File: src/rtl/down_counter_timer.sv
// Loadable down counter / interval timer with one-shot or periodic reload.
// Terminal count is flagged by a one-cycle registered tc pulse.
module down_counter_timer #(
  parameter int WIDTH = 4
) (
  input  logic             clk,
  input  logic             rst,
  input  logic             ld,
  input  logic [WIDTH-1:0] ldvalue,
  input  logic             en,
  input  logic             auto_reload,
  output logic [WIDTH-1:0] dout,
  output logic             tc,
  output logic             busy
);

  typedef enum logic {
    IDLE = 1'b0,
    RUN  = 1'b1
  } state_t;

  localparam logic [WIDTH-1:0] ONE  = WIDTH'(1);
  localparam logic [WIDTH-1:0] ZERO = '0;

  state_t           state_q, state_d;
  logic [WIDTH-1:0] dout_q, dout_d;
  logic [WIDTH-1:0] reload_q, reload_d;
  logic             tc_q, tc_d;

  always_ff @(posedge clk) begin
    if (rst) begin
      state_q  <= IDLE;
      dout_q   <= '0;
      reload_q <= '0;
      tc_q     <= 1'b0;
    end else begin
      state_q  <= state_d;
      dout_q   <= dout_d;
      reload_q <= reload_d;
      tc_q     <= tc_d;
    end
  end

  always_comb begin
    state_d  = state_q;
    dout_d   = dout_q;
    reload_d = reload_q;
    tc_d     = 1'b0;
    if (ld) begin
      reload_d = ldvalue;
      dout_d   = ldvalue;
      state_d  = (ldvalue != ZERO) ? RUN : IDLE;
    end else begin
      unique case (state_q)
        RUN: begin
          if (en) begin
            // dout is never 0 in RUN, so <=1 is the terminal count
            if (dout_q > ONE) begin
              dout_d = dout_q - ONE;
            end else begin
              tc_d = 1'b1;
              if (auto_reload) begin
                dout_d = reload_q;
              end else begin
                dout_d  = ZERO;
                state_d = IDLE;
              end
            end
          end
        end
        default: begin
        end
      endcase
    end
  end

  assign dout = dout_q;
  assign tc   = tc_q;
  assign busy = (state_q == RUN);

endmodule

File: config.mk
export PLATFORM = sky130hd
export DESIGN_NAME = down_counter_timer
export DESIGN_NICKNAME = d
export VERILOG_FILES = /design/src/rtl/down_counter_timer.sv
export SDC_FILE = /design/constraint.sdc
export NUM_CORES = 1
export LEC_CHECK = 0
export ABC_CLOCK_PERIOD_IN_PS = 1700
export BUFFER_PORTS_ARGS = -buffer_cell sky130_fd_sc_hd__clkbuf_2
export CAP_MARGIN = 10
export CORE_AREA = 2 2 43 45
export DETAILED_ROUTE_END_ITERATION = 8
export DIE_AREA = 0 0 45 47
export SLEW_MARGIN = 10
export SYNTH_ARGS = -nofsm -noshare
export SYNTH_HDL_FRONTEND = slang
export SYNTH_SLANG_ARGS = --single-unit
File: constraint.sdc
create_clock -name clk -period 1.7 [get_ports clk]
set_clock_uncertainty 0.05 [all_clocks]
set_input_delay 0.085 -clock clk [delete_from_list [all_inputs] [get_ports clk]]
set_output_delay 0.085 -clock clk [all_outputs]
set_load 0.01 [all_outputs]
# Word level (Yosys, flattened, before mapping)
# Cells that the tools add are included.
totals:
  output_inout_bits: 6
  in_bits: 9
  reg_bits: 10
  wordCells: 25
classes:
  n_mux: 12
  n_lt_le_gt_ge: 1
  n_reduce_logical: 5
  n_addsub: 1
  bitwise_logic: 2
op_table:
  columns: ["operator", "n"]
  rows:
  - ["4-bit 2-to-1 mux", 5]
  - ["1-bit 2-to-1 mux", 7]
  - ["4-bit by 1-bit > comparator with 1-bit output, second input constant", 1]
  - ["2-bit nonzero test", 2]
  - ["4-bit nonzero test", 1]
  - ["4-bit OR reduction", 1]
  - ["4-bit by 1-bit subtractor with 4-bit output, second input constant", 1]
  - ["1-bit inverter", 2]
  - ["2-bit AND reduction", 1]

# Longest topological paths before layout
depth:
  depth_word: 5
  mapped_depth: 6
  mapped_depth_nobuf: 6

# Worst setup path after synthesis
# No wires, ideal clock.
synth_timing:
  kind: "register to register"
  startpoint: "reg dout_q[0], in the netlist dout[0]"
  endpoint: "reg dout_q[3], in the netlist dout[3]"
  n_path_buf: 0
  stages_incl_launch_ff: 6
  path_slack_ps: 209
  t_required_ps: 1514
  synth_period_minus_slack_ps: 1491
  setup_time_ps: 136
  t_arrival_ps: 1305
  path_cell_list: "dfxtp_1 inv_1 ha_1 o21a_4 a311oi_1 a211oi_1"
synth_between:
  elab_chain_cells: 5
  word_cells_on_any_way: 6
  cone_classes: "1 x add/sub; 1 x order compare; 4 x mux"
synth_rtl:
  columns: ["element", "line_no", "rtl"]
  rows:
  - ["start, declared", "26", "logic [WIDTH-1:0] dout_q, dout_d;"]
  - ["start signal, assigned", "38", "dout_q <= dout_d;"]
  - ["4-bit by 1-bit subtractor with 4-bit output or 4-bit by 1-bit > comparator with 1-bit output (tied branches)", "59, 58", null]
  - ["4-bit 2-to-1 mux (*)", "58", "if (dout_q > ONE) begin"]
  - ["4-bit 2-to-1 mux (*)", "56", "if (en) begin"]
  - ["4-bit 2-to-1 mux (*)", "54", "unique case (state_q)"]
  - ["4-bit 2-to-1 mux (*)", "49", "if (ld) begin"]
# Mark *: on every way between the ends. The rest lies on a longest branch, timed or not. The select of a mux whose other input is x is not followed.
# A chain may end at the register's enable or synchronous reset.

# Worst setup path in the final report
layout_timing:
  startpoint: "reg dout_q[0], in the netlist dout[0]"
  endpoint: "reg dout_q[2], in the netlist dout[2]"
# The elaborated chain is that of the path after synthesis.

==> summary.md <==
| Metric | Value |
|---|---|
| Area growth from synthesis to layout | 18.8% |
| Count of cells resized by post-cts repair | 0 |
| Core Rows | 15 |
| Data arrival time of the critical path | 1680 ps |
| Layout Cells excl Fill | 92 |
| Via total after detailed routing | 482 |
| Initial standard-cell utilization of the core | 33.0% |
| Worst min path class | in2reg |
| Fraction of the mapped netlist area in simple logic gates | 13.3% |
| Number of post-CTS setup repair buffers | 0 |
| Number of nets with antenna violations after routing | 0 |
| Post-synthesis adder-cell area fraction | 4.59% |
| Complex-gate fraction of the synthesized area | 25.2% |
| HPWL after detailed placement | 916 um |
| DRC errors left | 0 |
| Main combinational cell family by area after synthesis | compound AO/OA/AOI/OAI gates |
| Number of warnings issued by yosys | 0 |
| Critical path peak fanout | 6 |
| Post-route minimum period | 1550 ps |
| Met2 WL | 557 um |
| Total length of routed met3 wires | 60 um |
| Clock latency on the worst-skew pair | 260 ps |
| Unique masters post-synth | 24 |
| Count of max-cap constraint violations | 0 |
| Static leakage | 0.291 nW |
| Height of the chip | 47 um |
| Main area contributors after synthesis | dfxtp_1 37%, mux2i_1 15%, ha_1 4.6%, inv_1 3.4%, nand2_1 3.4% |
| Number of buffers between clock root and the deepest sink | 2 |
| Ordered cell list for the critical path | inv_1 -> ha_1 -> a21oi_1 -> o31ai_1 -> a21o_2 -> a221oi_2 |
| Count of placed standard cells including taps | 89 |
| Per-cell via count in the routed design | 5.24 |
| Number of H-tree levels | 1 |
| Async S/R FF share, synth | 0% |
| Vias in the first global route | 500 |
| Syn Inst Count | 60 |
| Number of nets at the end of the flow | 88 |
| Global-route wire length before repair | 1.98 mm |
| Final setup vio count | 0 |
| Synth Area per Inst | 9.09 um^2 |
| Start-to-end type of the worst setup path | reg2reg |
| Total CTS buffers | 3 |
| Yosys top cell area share | 36.7% |
| Multiplexer area fraction after synthesis | 14.7% |
| Leading area contributor after synthesis | dfxtp_1 |
| Global placer's final weighted congestion | 0.802 |
| List of most frequent post-synthesis cells | 10 x dfxtp_1, 8 x mux2i_1, 5 x inv_1, 5 x nand2_1, 5 x nor2_1 |
| RSZ-0062 raised after global routing | false |
| Crit end category | flip-flop |
| Cell area after technology mapping | 546 um^2 |
| Synthesized-area fraction occupied by xor and xnor cells | 0% |
| Crit path required time | 1830 ps |
| Number of search-and-repair iterations in the first detailed-routing pass | 4 |
| Cell with the largest stage delay on the worst path | dfxtp_1 |
| Maximum ir drop on the vdd rail | 0.504 mV |
| TritonCTS clock tree | built |
| Final Hold Violating Endpoints | 0 |
| Register area share after synthesis | 36.7% |
| Area of the die | 2120 um^2 |
| Ant diodes | 0 |
| Normalized max-slew margin | 76.8% |
| Total buffers and inverters traversed by the critical path | 1 |
| Uppermost signal routing layer after detailed routing | met4 |
| Sum of negative setup slack | 0 ps |
| EDFF count, synth | 0 |
| Clock slew at the register clock pins of the worst setup and hold paths | 70 ps |
| Overall track demand over capacity in global routing | 13.3% |
| Top-count cell post-synth | dfxtp_1 |
| Area of the core | 1650 um^2 |
| Number of DRC markers in iteration 0 | 13 |
| Flip-flop and latch count after synthesis | 10 |
| Routed wirelength normalized by instance count | 12.9 um |
| Crit path launch type | flip-flop |
| Number of antenna violations at the first check in global routing | 0 |
| Cell class contributing the biggest share of worst-path delay | compound AO/OA/AOI/OAI gates |
| Routed Wire Length | 1.19 mm |
| Status | finished, final reports clean |
| Mapped Nets | 71 |
| Grt total ovfl | 0 |
| Final core utilization | 39.2% |
| Final Cycle Share | 91.2% |
| Maximum number of pins on one net before global-route repair | 14 |
| Number of max-slew violations in the final report | 0 |
| Boundary Pins | 15 |
| Root Buffer Master | clkbuf_4 |
| PD cells | 844 nW/um^2 |
| Clk sink count | 10 |
| Predominant post-synthesis flop cell | dfxtp_1 |
| Share of post-route cells with drive strength above 1 | 29.3% |
| Overall die width | 45 um |
| Number of port buffers | 14 |
| Achievable clock frequency | 645 MHz |
| Slew at the pin closest to its max-slew limit | 349 ps |
| Met1 Routed Length | 550 um |
| Crit-path max cell delay | 430 ps |
| Cts hold-fix bufs | 0 |
## final timing paths
path                     from     endpoint  slack, ps  cells past startpoint
setup / recovery      dout[0]      dout[2]        150                      6
hold / removal     ldvalue[3]  reload_q[3]         60                      3
setup reg to reg      dout[0]      dout[2]        150                      6
hold reg to reg   reload_q[1]  reload_q[1]        450                      2
## metal layers
layer	vias up	track usage [%]
met2	13	20.9
met4	0	11.2
li1	250	-
met1	217	14.8
met5	-	0
met3	2	3.85
## worst min-delay path: stages
cell      delay (ps)
clkbuf_2         100
mux2i_1           70
nor2_1            80
## state kept, by name (all words and copies together) (netlist names)
signal	flops
tc	1
reload_q	4
busy	1
dout	4
## power by group
group | internal (mW) | switching, mW
Combinational | 0.0570 | 0.0652
Clock | 0.0816 | 0.0779
Sequential | 0.250 | 0.0159
Total | 0.388 | 0.159
## cells in the final DEF, fill, tap and decap left out, drive strengths merged
cell type   n
a22oi       2
a21o        1
nor2        6
o21ai       2
dfxtp      10
o31ai       1
o41ai       1
nor2b       1
a211oi      1
and2        1
mux2i       8
a311oi      1
nand2       5
o21a        1
o311ai      1
o2bb2ai     2
ha          2
clkbuf     17
nor3        3
inv         5
a21oi       3
a221oi      1
## cell families (layout without fill, tap and decap cells)
family	Yosys count	in the layout
compound gates	17	17
simple gates	16	16
flops	10	10
mux	8	8
buf+inv	7	22
fa+ha+maj	2	2
## per-stage QoR
step | area (um^2) | total power, mW | hold slack, ps | setup WS, ps
floorplan | 546 | 0.354 | 182 | 209
global placement | 626 | 0.391 | 312 | 200
detailed placement | 626 | 0.393 | 327 | 159
CTS | 648 | 0.553 | 53.1 | 144
global route | 648 | 0.579 | 85.4 | 44.3
finish | 648 | 0.547 | 56.1 | 149
## cell type report
cell class	count	area [um^2]
clock buffer	3	22.5
fill	183	1000
inverter	5	18.8
multi-input combinational	43	315
sequential	10	200
tap	17	21.3
timing repair buffer	14	70.1
No activity file was read; power rests on OpenSTA's default activity.
